**config.mk**
```make
export PLATFORM = sky130hd
export DESIGN_NAME = time2stamp_flat
export DESIGN_NICKNAME = d
export VERILOG_FILES = /design/src/rtl/time2stamp_pkg.sv /design/src/rtl/time2stamp_if.sv /design/src/rtl/time2stamp_days_in_month.sv /design/src/rtl/time2stamp.sv /design/src/flat_wrapper.sv
export SDC_FILE = /design/constraint.sdc
export NUM_CORES = 1
export LEC_CHECK = 0
export BUFFER_PORTS_ARGS = -buffer_cell sky130_fd_sc_hd__buf_2
export CAP_MARGIN = 40
export CORE_MARGIN = 5
export CORE_UTILIZATION = 50
export DETAILED_ROUTE_END_ITERATION = 12
export PLACE_DENSITY = 0.64
export SLEW_MARGIN = 20
export SYNTH_ARGS = -nofsm -noshare
export SYNTH_HDL_FRONTEND = slang
export SYNTH_SLANG_ARGS = --single-unit
```
**constraint.sdc**
```tcl
create_clock -name clk -period 10.7 [get_ports clk]
set_input_delay 0.535 -clock clk [delete_from_list [all_inputs] [get_ports clk]]
set_output_delay 0.535 -clock clk [all_outputs]
set_load 0.02 [all_outputs]
```
**src/rtl/time2stamp_pkg.sv**
```systemverilog
// time2stamp shared definitions: epoch and seconds constants, FSM state
// encoding, days-in-month table and shift-add multiply/leap helpers.
package time_pkg;

   localparam int unsigned   EPOCH_YEAR_C  = 1970;
   localparam logic [16:0]   SECS_PER_DAY  = 17'd86400;
   localparam logic [16:0]   SECS_PER_HOUR = 17'd3600;
   localparam logic [16:0]   SECS_PER_MIN  = 17'd60;

   typedef enum logic [2:0] {
      IDLE   = 3'd0,
      YEARS  = 3'd1,
      MONTHS = 3'd2,
      ACC    = 3'd3,
      DONE   = 3'd4
   } state_e;

   // Element 0 is January; February holds the common-year value.
   localparam logic [0:11][4:0] DIM_TABLE_C = {
      5'd31, 5'd28, 5'd31, 5'd30, 5'd31, 5'd30,
      5'd31, 5'd31, 5'd30, 5'd31, 5'd30, 5'd31
   };

   // Multiply by a small constant using only shifts and adds, one term per set bit.
   function automatic logic [63:0] shift_add_mul(input logic [63:0] x, input logic [16:0] k);
      logic [63:0] acc;
      acc = 64'd0;
      for (int i = 0; i < 17; i++) begin
         if (k[i]) begin
            acc = acc + (x << i);
         end else begin
            acc = acc;
         end
      end
      return acc;
   endfunction

   // Gregorian leap rule evaluated directly on a year value.
   function automatic logic is_leap_year(input logic [13:0] y);
      return ((y % 14'd4) == 14'd0) &&
             (((y % 14'd100) != 14'd0) || ((y % 14'd400) == 14'd0));
   endfunction

endpackage

```
**src/rtl/time2stamp_if.sv**
```systemverilog
// time2stamp request/result bundle: calendar fields and start go in,
// busy/done/error/stamp come back.
interface time2stamp_if;
   logic        start;
   logic [13:0] year;
   logic [3:0]  month;
   logic [4:0]  day;
   logic [4:0]  hour;
   logic [5:0]  minute;
   logic [5:0]  second;
   logic        busy;
   logic        done;
   logic        error;
   logic [63:0] stamp;

   modport master (
      output start, year, month, day, hour, minute, second,
      input  busy, done, error, stamp
   );

   modport slave (
      input  start, year, month, day, hour, minute, second,
      output busy, done, error, stamp
   );
endinterface

```
**src/rtl/time2stamp_days_in_month.sv**
```systemverilog
// days_in_month: combinational month length lookup, 0 for an invalid month.
module days_in_month
   import time_pkg::*;
(
   input  logic [3:0] month,
   input  logic       leap,
   output logic [4:0] dim
);

   logic [3:0] idx_s;

   // Table lookup with the February leap override.
   always_comb begin
      dim   = 5'd0;
      idx_s = month - 4'd1;
      if ((month >= 4'd1) && (month <= 4'd12)) begin
         if ((month == 4'd2) && leap) begin
            dim = 5'd29;
         end else begin
            dim = DIM_TABLE_C[idx_s];
         end
      end else begin
         dim = 5'd0;
      end
   end

endmodule

```
**src/rtl/time2stamp.sv**
```systemverilog
// time2stamp: iterative calendar-to-Unix-seconds converter.
// Walks years from the epoch accumulating 365/366 (leap tracked by
// mod-4/100/400 residues, no divider), then months, then one shift-add
// accumulate cycle. Optional macro TIME2STAMP_VALIDATE_EN adds full
// day/hour/minute/second validation at capture.
module time2stamp
   import time_pkg::*;
#(
   parameter int unsigned EPOCH_YEAR = EPOCH_YEAR_C,
   parameter int unsigned YEAR_MAX   = 9999
)
(
   input  logic          clk,
   input  logic          rst,
   time2stamp_if.slave   bus
);

   localparam logic [13:0] EPOCH_Y_C  = 14'(EPOCH_YEAR);
   localparam logic [13:0] YEAR_MAX_C = 14'(YEAR_MAX);
   localparam logic [1:0]  R4_INIT_C   = 2'(EPOCH_YEAR % 4);
   localparam logic [6:0]  R100_INIT_C = 7'(EPOCH_YEAR % 100);
   localparam logic [8:0]  R400_INIT_C = 9'(EPOCH_YEAR % 400);

   state_e      state_r, state_n_s;

   logic [13:0] year_r;
   logic [3:0]  month_r;
   logic [4:0]  day_r;
   logic [4:0]  hour_r;
   logic [5:0]  minute_r;
   logic [5:0]  second_r;

   logic [13:0] y_r;
   logic [1:0]  r4_r;
   logic [6:0]  r100_r;
   logic [8:0]  r400_r;
   logic [22:0] days_r;
   logic [3:0]  m_r;
   logic        leap_t_r;

   logic        busy_r;
   logic        done_r;
   logic        error_r;
   logic [63:0] stamp_r;

   logic        leap_s;
   logic [4:0]  dim_s;
   logic        field_bad_s;
   logic        reject_s;
   logic [63:0] tot_days_s;
   logic [63:0] stamp_n_s;

   assign bus.busy  = busy_r;
   assign bus.done  = done_r;
   assign bus.error = error_r;
   assign bus.stamp = stamp_r;

   // Leap flag for the year the iterator currently points at.
   assign leap_s = (r4_r == 2'd0) && ((r100_r != 7'd0) || (r400_r == 9'd0));

   days_in_month u_dim_months (
      .month (m_r),
      .leap  (leap_t_r),
      .dim   (dim_s)
   );

`ifdef TIME2STAMP_VALIDATE_EN
   logic       leap_cap_s;
   logic [4:0] dim_cap_s;

   assign leap_cap_s = is_leap_year(year_r);

   days_in_month u_dim_validate (
      .month (month_r),
      .leap  (leap_cap_s),
      .dim   (dim_cap_s)
   );

   assign field_bad_s = (day_r == 5'd0) || (day_r > dim_cap_s) ||
                        (hour_r > 5'd23) || (minute_r > 6'd59) || (second_r > 6'd59);
`else
   assign field_bad_s = 1'b0;
`endif

   // Any rejected capture bypasses the iteration and reports error.
   assign reject_s = (year_r < EPOCH_Y_C) || (year_r > YEAR_MAX_C) ||
                     (month_r == 4'd0) || (month_r > 4'd12) || field_bad_s;

   // Final seconds value; day-1 and the sum wrap naturally in 64 bits.
   always_comb begin
      tot_days_s = 64'(days_r) + 64'(day_r) - 64'd1;
      stamp_n_s  = shift_add_mul(tot_days_s, SECS_PER_DAY) +
                   shift_add_mul(64'(hour_r), SECS_PER_HOUR) +
                   shift_add_mul(64'(minute_r), SECS_PER_MIN) +
                   64'(second_r);
   end

   // FSM state register.
   always_ff @(posedge clk or posedge rst) begin
      if (rst) begin
         state_r <= IDLE;
      end else begin
         state_r <= state_n_s;
      end
   end

   // FSM next-state decode.
   always_comb begin
      state_n_s = state_r;
      case (state_r)
         IDLE: begin
            if (bus.start) begin
               state_n_s = YEARS;
            end else begin
               state_n_s = IDLE;
            end
         end
         YEARS: begin
            if (reject_s) begin
               state_n_s = DONE;
            end else if (y_r == year_r) begin
               state_n_s = MONTHS;
            end else begin
               state_n_s = YEARS;
            end
         end
         MONTHS: begin
            if (m_r == month_r) begin
               state_n_s = ACC;
            end else begin
               state_n_s = MONTHS;
            end
         end
         ACC:     state_n_s = DONE;
         DONE:    state_n_s = IDLE;
         default: state_n_s = IDLE;
      endcase
   end

   // Datapath: capture, year/month accumulation, result and status outputs.
   always_ff @(posedge clk or posedge rst) begin
      if (rst) begin
         year_r   <= 14'd0;
         month_r  <= 4'd0;
         day_r    <= 5'd0;
         hour_r   <= 5'd0;
         minute_r <= 6'd0;
         second_r <= 6'd0;
         y_r      <= 14'd0;
         r4_r     <= 2'd0;
         r100_r   <= 7'd0;
         r400_r   <= 9'd0;
         days_r   <= 23'd0;
         m_r      <= 4'd0;
         leap_t_r <= 1'b0;
         busy_r   <= 1'b0;
         done_r   <= 1'b0;
         error_r  <= 1'b0;
         stamp_r  <= 64'd0;
      end else begin
         case (state_r)
            IDLE: begin
               if (bus.start) begin
                  year_r   <= bus.year;
                  month_r  <= bus.month;
                  day_r    <= bus.day;
                  hour_r   <= bus.hour;
                  minute_r <= bus.minute;
                  second_r <= bus.second;
                  y_r      <= EPOCH_Y_C;
                  r4_r     <= R4_INIT_C;
                  r100_r   <= R100_INIT_C;
                  r400_r   <= R400_INIT_C;
                  days_r   <= 23'd0;
                  m_r      <= 4'd1;
                  busy_r   <= 1'b1;
               end
            end
            YEARS: begin
               if (reject_s) begin
                  error_r <= 1'b1;
                  done_r  <= 1'b1;
                  busy_r  <= 1'b0;
               end else if (y_r == year_r) begin
                  leap_t_r <= leap_s;
               end else begin
                  days_r <= days_r + (leap_s ? 23'd366 : 23'd365);
                  y_r    <= y_r + 14'd1;
                  r4_r   <= r4_r + 2'd1;
                  r100_r <= (r100_r == 7'd99)  ? 7'd0 : r100_r + 7'd1;
                  r400_r <= (r400_r == 9'd399) ? 9'd0 : r400_r + 9'd1;
               end
            end
            MONTHS: begin
               if (m_r != month_r) begin
                  days_r <= days_r + {18'd0, dim_s};
                  m_r    <= m_r + 4'd1;
               end
            end
            ACC: begin
               stamp_r <= stamp_n_s;
               error_r <= 1'b0;
               done_r  <= 1'b1;
               busy_r  <= 1'b0;
            end
            DONE: begin
               done_r <= 1'b0;
            end
            default: begin
               done_r <= 1'b0;
               busy_r <= 1'b0;
            end
         endcase
      end
   end

endmodule

```
**src/flat_wrapper.sv**
```systemverilog
// flat-port wrapper written by rule: the top's interface ports become plain ports
module time2stamp_flat import time_pkg::*;
#(
   parameter int unsigned EPOCH_YEAR = EPOCH_YEAR_C,
   parameter int unsigned YEAR_MAX   = 9999
)
  (clk, rst, bus_start, bus_year, bus_month, bus_day, bus_hour, bus_minute, bus_second, bus_busy, bus_done, bus_error, bus_stamp);
  time2stamp_if bus_i ();
  input  logic clk;
  input  logic rst;
  input wire logic [$bits(bus_i.start)-1:0] bus_start;
  input wire logic [$bits(bus_i.year)-1:0] bus_year;
  input wire logic [$bits(bus_i.month)-1:0] bus_month;
  input wire logic [$bits(bus_i.day)-1:0] bus_day;
  input wire logic [$bits(bus_i.hour)-1:0] bus_hour;
  input wire logic [$bits(bus_i.minute)-1:0] bus_minute;
  input wire logic [$bits(bus_i.second)-1:0] bus_second;
  output wire logic [$bits(bus_i.busy)-1:0] bus_busy;
  output wire logic [$bits(bus_i.done)-1:0] bus_done;
  output wire logic [$bits(bus_i.error)-1:0] bus_error;
  output wire logic [$bits(bus_i.stamp)-1:0] bus_stamp;
  assign bus_i.start = bus_start;
  assign bus_i.year = bus_year;
  assign bus_i.month = bus_month;
  assign bus_i.day = bus_day;
  assign bus_i.hour = bus_hour;
  assign bus_i.minute = bus_minute;
  assign bus_i.second = bus_second;
  assign bus_busy = bus_i.busy;
  assign bus_done = bus_i.done;
  assign bus_error = bus_i.error;
  assign bus_stamp = bus_i.stamp;
  time2stamp #(.EPOCH_YEAR(EPOCH_YEAR), .YEAR_MAX(YEAR_MAX)) u_core (.clk(clk), .rst(rst), .bus(bus_i));
endmodule
```
Yosys cells after proc, flatten, opt, wreduce, memory -nomap -nowiden:

Memory sizes are Yosys's and may differ from the RTL's.
Index checks and enable logic that the tools add are counted.

* register bits after elaboration: 170
* memory bits (read-only): 80
* input bits: 43
* word-level logic and storage cells: 135
* memories: 1

* $add $sub $neg: 23
* magnitude comparators: 6
* equality and inequality tests: 15
* mux-type cells: 42
* bitwise logic cells: 4
* reduce and logical (&&, ||, !) cells: 26

Memories
* (no name shown): words 16, width 5, rd ports 1, clocked after Yosys merged registers in 0, wr ports 0, line time2stamp_days_in_month.sv:20 `dim = DIM_TABLE_C[idx_s];`

Operator list (number)
* adder 64 bit: 6
* 2-to-1 mux 23 bit: 4
* one-hot mux 23 bit (3 select lines): 1
* adder 64 x 10 -> 64 bit: 1
* adder 64 x 11 -> 64 bit: 1
* adder 64 x 15 -> 64 bit: 1
* adder 64 x 16 -> 64 bit: 1
* adder 64 x 6 -> 64 bit: 1
* subtractor 57 x 1 -> 57 bit (second input constant): 1
* 2-to-1 mux 14 bit: 3
* 2-to-1 mux 9 bit: 4
* 2-to-1 mux 7 bit: 4
* one-hot mux 14 bit (2 select lines): 1
* adder 23 x 5 -> 24 bit: 1
* adder 23 bit: 1
* adder 23 x 5 -> 23 bit: 1
* 2-to-1 mux 5 bit: 4
* one-hot mux 9 bit (2 select lines): 1
* adder 9 x 14 -> 15 bit: 1
* adder 14 x 1 -> 14 bit (second input constant): 1
* == test 14 bit: 1
* greater-than comparator 14 bit (second input constant): 1
* less-than comparator 14 x 11 -> 1 bit (second input constant): 1
* one-hot mux 7 bit (2 select lines): 1
* other kinds (45): 73

Longest topological paths before layout:

* depth in word-level cells: 10
* depth in mapped cells: 32
* gate-level depth less buffers: 29

By module:

Synthesis repeated with hierarchy kept, for this count alone.

* cell total of the unflattened synthesis: 1603
* area, all modules: 14047.2 sq um

By module, submodules not included
* time2stamp: times used 1, cells an instance 1592, area each 13979.7 sq um, seq. area each 3778.6 sq um
* days_in_month: times used 1, cells an instance 11, area each 67.6 sq um, seq. area each 0.0 sq um

Worst setup path after synthesis:

No wires, ideal clock.

* path type: register to register
* start: register u_core.days_r[0]
* end: register u_core.stamp_r[60] (netlist: u_core.bus.stamp[60])
* library setup time: 126 ps
* arrival time: 7521 ps
* slack: 3053 ps
* cell stages (with the launch flop): 28
* path buffers: 2
* clock period less this slack: 7647 ps
* cells stage by stage: dfrtp_1 > ha_1 > fa_1 > a211o_1 > a21oi_2 > nor3_1 > or4_1 > o21a_1 > nor3b_2 > and2_1 > buf_4 > clkbuf_1 > nor2b_1 > fa_1 > inv_1 > fa_1 > fa_1 > inv_1 > ha_1 > a21o_1 > or4_1 > o21ai_0 > a21boi_0 > o32ai_1 > nor2_1 > a31oi_1 > nor4_1 > a311o_1

* word-level cells in the longest chain between the ends: 9

RTL lines
* from (decl): line time2stamp.sv:37 `logic [22:0] days_r;`
* from (signal assigned): line time2stamp.sv:187 `days_r <= days_r + (leap_s ? 23'd366 : 23'd365);`
* from (signal assigned): line time2stamp.sv:196 `days_r <= days_r + {18'd0, dim_s};`
* adder 23 x 5 -> 24 bit *: line time2stamp.sv:91 `tot_days_s = 64'(days_r) + 64'(day_r) - 64'd1;`
* subtractor 57 x 1 -> 57 bit *: line time2stamp.sv:91
* adder 64 bit (3 in series): line time2stamp_pkg.sv:30 `acc = acc + (x << i);`
* adder 64 bit *: line time2stamp_pkg.sv:30
* adder 64 bit *: line time2stamp.sv:92 `stamp_n_s = shift_add_mul(tot_days_s, SECS_PER_DAY) +`
* adder 64 bit *: line time2stamp.sv:93 `shift_add_mul(64'(hour_r), SECS_PER_HOUR) +`
* adder 64 x 6 -> 64 bit *: line time2stamp.sv:94 `shift_add_mul(64'(minute_r), SECS_PER_MIN) +`
* to (signal assigned): line time2stamp.sv:201 `stamp_r <= stamp_n_s;`
* to (decl): line time2stamp.sv:44 `logic [63:0] stamp_r;`

Mark *: on every way between the ends. The rest lies on a longest branch, timed or not.
A chain may end at the register's enable or synchronous reset.

Worst setup path in the final report:

Same ends and word-level chain as after synthesis.

==> flow_metrics.py <==
metrics = {
    "run_status": {
        "status": "completed",
    },
    "clocking": {
        "htree_levels": 4,
        "cts.repair.resized": 0,
        "hold_buffers": 0,
        "clkTransAtPathRegs_ps": 80,
        "clock_latency_ps": 460,
        "cts_sinks": 170,
        "cts_buffers": 17,
        "cts_setup_buffers": 0,
        "cts-root-buf": "clkbuf_16",
        "clk_path_buf_depth": 2,
        "tritoncts": "built",
    },
    "die": {
        "fp.dieH_um": 199,
        "fp.dieArea_sq_mm": 0.0395,
        "die_w_um": 199,
        "io_pins": 110,
        "initial_core_util_pct": 50.4,
        "placeableCoreArea_sq_mm": 0.0354,
        "num_rows": 69,
    },
    "detailed_routing": {
        "wl_per_cell_um": 17.2,
        "ant_nets": 0,
        "drc": 0,
        "vias": 14100,
        "drtIter0Drc": 881,
        "drt_pass1_iterations": 5,
        "wl_mm": 44.4,
        "via_per_inst": 5.44,
    },
    "synthesis": {
        "netlist_area_sq_mm": 0.0178,
        "synth_commonest_cells": "282 x inv_1, 278 x nand2_1, 170 x dfrtp_1",
        "yosysMostFrequentCell": "inv_1",
        "synth-main-ff-cell": "dfrtp_1",
        "syn_area_per_cell_sq_um": 8.76,
        "synthCells": 2037,
        "synth_top_area_cell": "dfrtp_1",
        "synth_seq_cells": 170,
        "synth_top_area_share_pct": 23.9,
        "yosysUniqueCellTypes": 93,
        "yosys-top-cells-area": "dfrtp_1 24%, fa_1 18%, ha_1 9.6%",
        "synthArstFlopShare_pct": 100,
        "synth_edf_count": 0,
        "ys_warn_count": 0,
        "yosysSeqAreaShare_pct": 23.9,
    },
    "global_route": {
        "grt-ovfl-total": 0,
        "grt_pass1_vias": 13800,
        "grt_pass1_wl_mm": 73.2,
        "track_usage_pct": 23.0,
        "grt_antenna_before_repair": 0,
        "grt_max_degree": 74,
    },
    "critical_path": {
        "crit_path_frequent_cell": "fa_1",
        "critPathLaunchType": "flip-flop",
        "end_kind": "flip-flop",
        "crit_type": "reg2reg",
        "crit_fanout": 20,
        "path_buf_inv": 3,
        "cp_top_family": "compound AO/OA/AOI/OAI gates",
        "worst_ep_required_time_ps": 11020,
        "cp.arrival_ps": 9320,
        "slowest_delay_ps": 610,
        "critical_path.slowest_cell": "and2_1",
    },
    "finish": {
        "final_layout_size_suffix_gt1_share_pct": 9.29,
        "seq_area_sq_mm": 0.00425,
        "area_growth_pct": 9.00,
        "fillCellCount": 3289,
        "multiInputGateArea_sq_mm": 0.0122,
        "layout.nets": 2450,
        "diodes": 0,
    },
    "sta": {
        "setup-violations-final": 0,
        "period_share_pct": 84.1,
        "worst_pin_slew_ps": 841,
        "hold_violations": 0,
        "rsz0062_at_grt": "false",
        "fin_crit_ps": 9000,
        "worst_slew_margin_rel_pct": 43.6,
        "timing.fmax_mhz": 111,
        "finalSetupTns_ps": 0,
        "skew_ps": 15.7,
        "drv_slew": 0,
    },
    "worst_hold_path": {
        "hold_class": "in2async",
    },
    "placed_design": {
        "port_buffers": 109,
        "place.detailed.hpwl_mm": 35.9,
        "place.gp.congestion": 0.948,
    },
    "run": {
        "cap_violations": 0,
    },
}
-- stage by stage --
stage / cell area, sq um / hold WS [ps] / utilization (%) / std cells / worst slack [ps]
floorplan: 17800 / 439 / - / 2039 / 3050
global placement: 18700 / 449 / 52.9 / 2543 / 2060
detailed placement: 18800 / 455 / 53.0 / 2545 / 1770
CTS: 19400 / 49.5 / 54.8 / 2577 / 1720
global route: 19400 / 67.6 / 54.9 / 2582 / 1070
finish: 19400 / 54.3 / 54.9 / 2582 / 1700
-- flip-flops by register name, indices dropped and copies added (netlist names) --
name and cells:
u_core.bus.done 1, u_core.day_r 5, u_core.bus.stamp 64, u_core.month_r 4
u_core.r400_r 9, u_core.m_r 4, u_core.r100_r 7, u_core.bus.error 1
u_core.days_r 23, u_core.minute_r 6, u_core.second_r 6, u_core.leap_t_r 1
u_core.hour_r 5, u_core.bus.busy 1, u_core.r4_r 2, u_core.state_r 3
u_core.year_r 14, u_core.y_r 14
-- path summary, 6_finish.rpt --
kind                                           from                   end  slack (ps)  depth (start not counted)
worst max-delay path               u_core.days_r[0]  u_core.bus.stamp[60]        1700                         26
worst min-delay path                            rst    u_core.minute_r[2]          50                          2
worst max register to register     u_core.days_r[0]  u_core.bus.stamp[60]        1700                         26
worst min register to register  u_core.bus.stamp[6]   u_core.bus.stamp[6]         470                          2
max in group asynchronous                       rst  u_core.bus.stamp[41]        9790                          4
min in group clk                       bus_year[10]     u_core.year_r[10]         270                          3
-- routing by layer --
layer  vias to the layer above  share of wire, %  track usage (%)
li1                       6890                 -                -
met3                        27               5.7             4.03
met4                         0              0.90             3.77
met1                      6822                52             36.4
met5                         -                 0                0
met2                       312                42             33.5
-- area by class of cell --
cell class,count,share of cell area [%]
multi-input cells,1510,62.9
flip-flops and latches,170,21.9
inverters,283,5.49
repair buffers,126,3.63
well taps,461,2.97
clock buffers,18,2.21
clock inverters,14,0.959
-- cells in the final DEF, fill, tap and decap left out, types with 16 or more instances in the layout --
cell	n
ha_1	137
dfrtp_1	170
clkbuf_16	17
xnor2_1	104
xor2_1	54
a31oi_1	17
inv_1	281
nor2_1	98
nand3_1	41
nand2b_1	16
fa_1	162
a21o_1	40
nor2b_1	40
nor3_1	29
a21oi_1	94
nand4_1	28
o21ai_0	136
and3_1	26
nand2_1	277
buf_2	111
-- logic make-up after synthesis --
family,Yosys count,share of synthesized area (%)
AND/OR/NAND/NOR,625,16.8
AO/OA/AOI/OAI,408,14.6
buffers and inverters,359,7.74
adder cells (fa/ha/maj),300,27.8
flip-flops,170,23.9
XOR/XNOR,168,8.77
multiplexers,6,0.344
other,1,0.0210
Power is left out: the tool's default activity adds up to more than one toggle a clock period on the data nets, which glitch-free logic cannot reach.
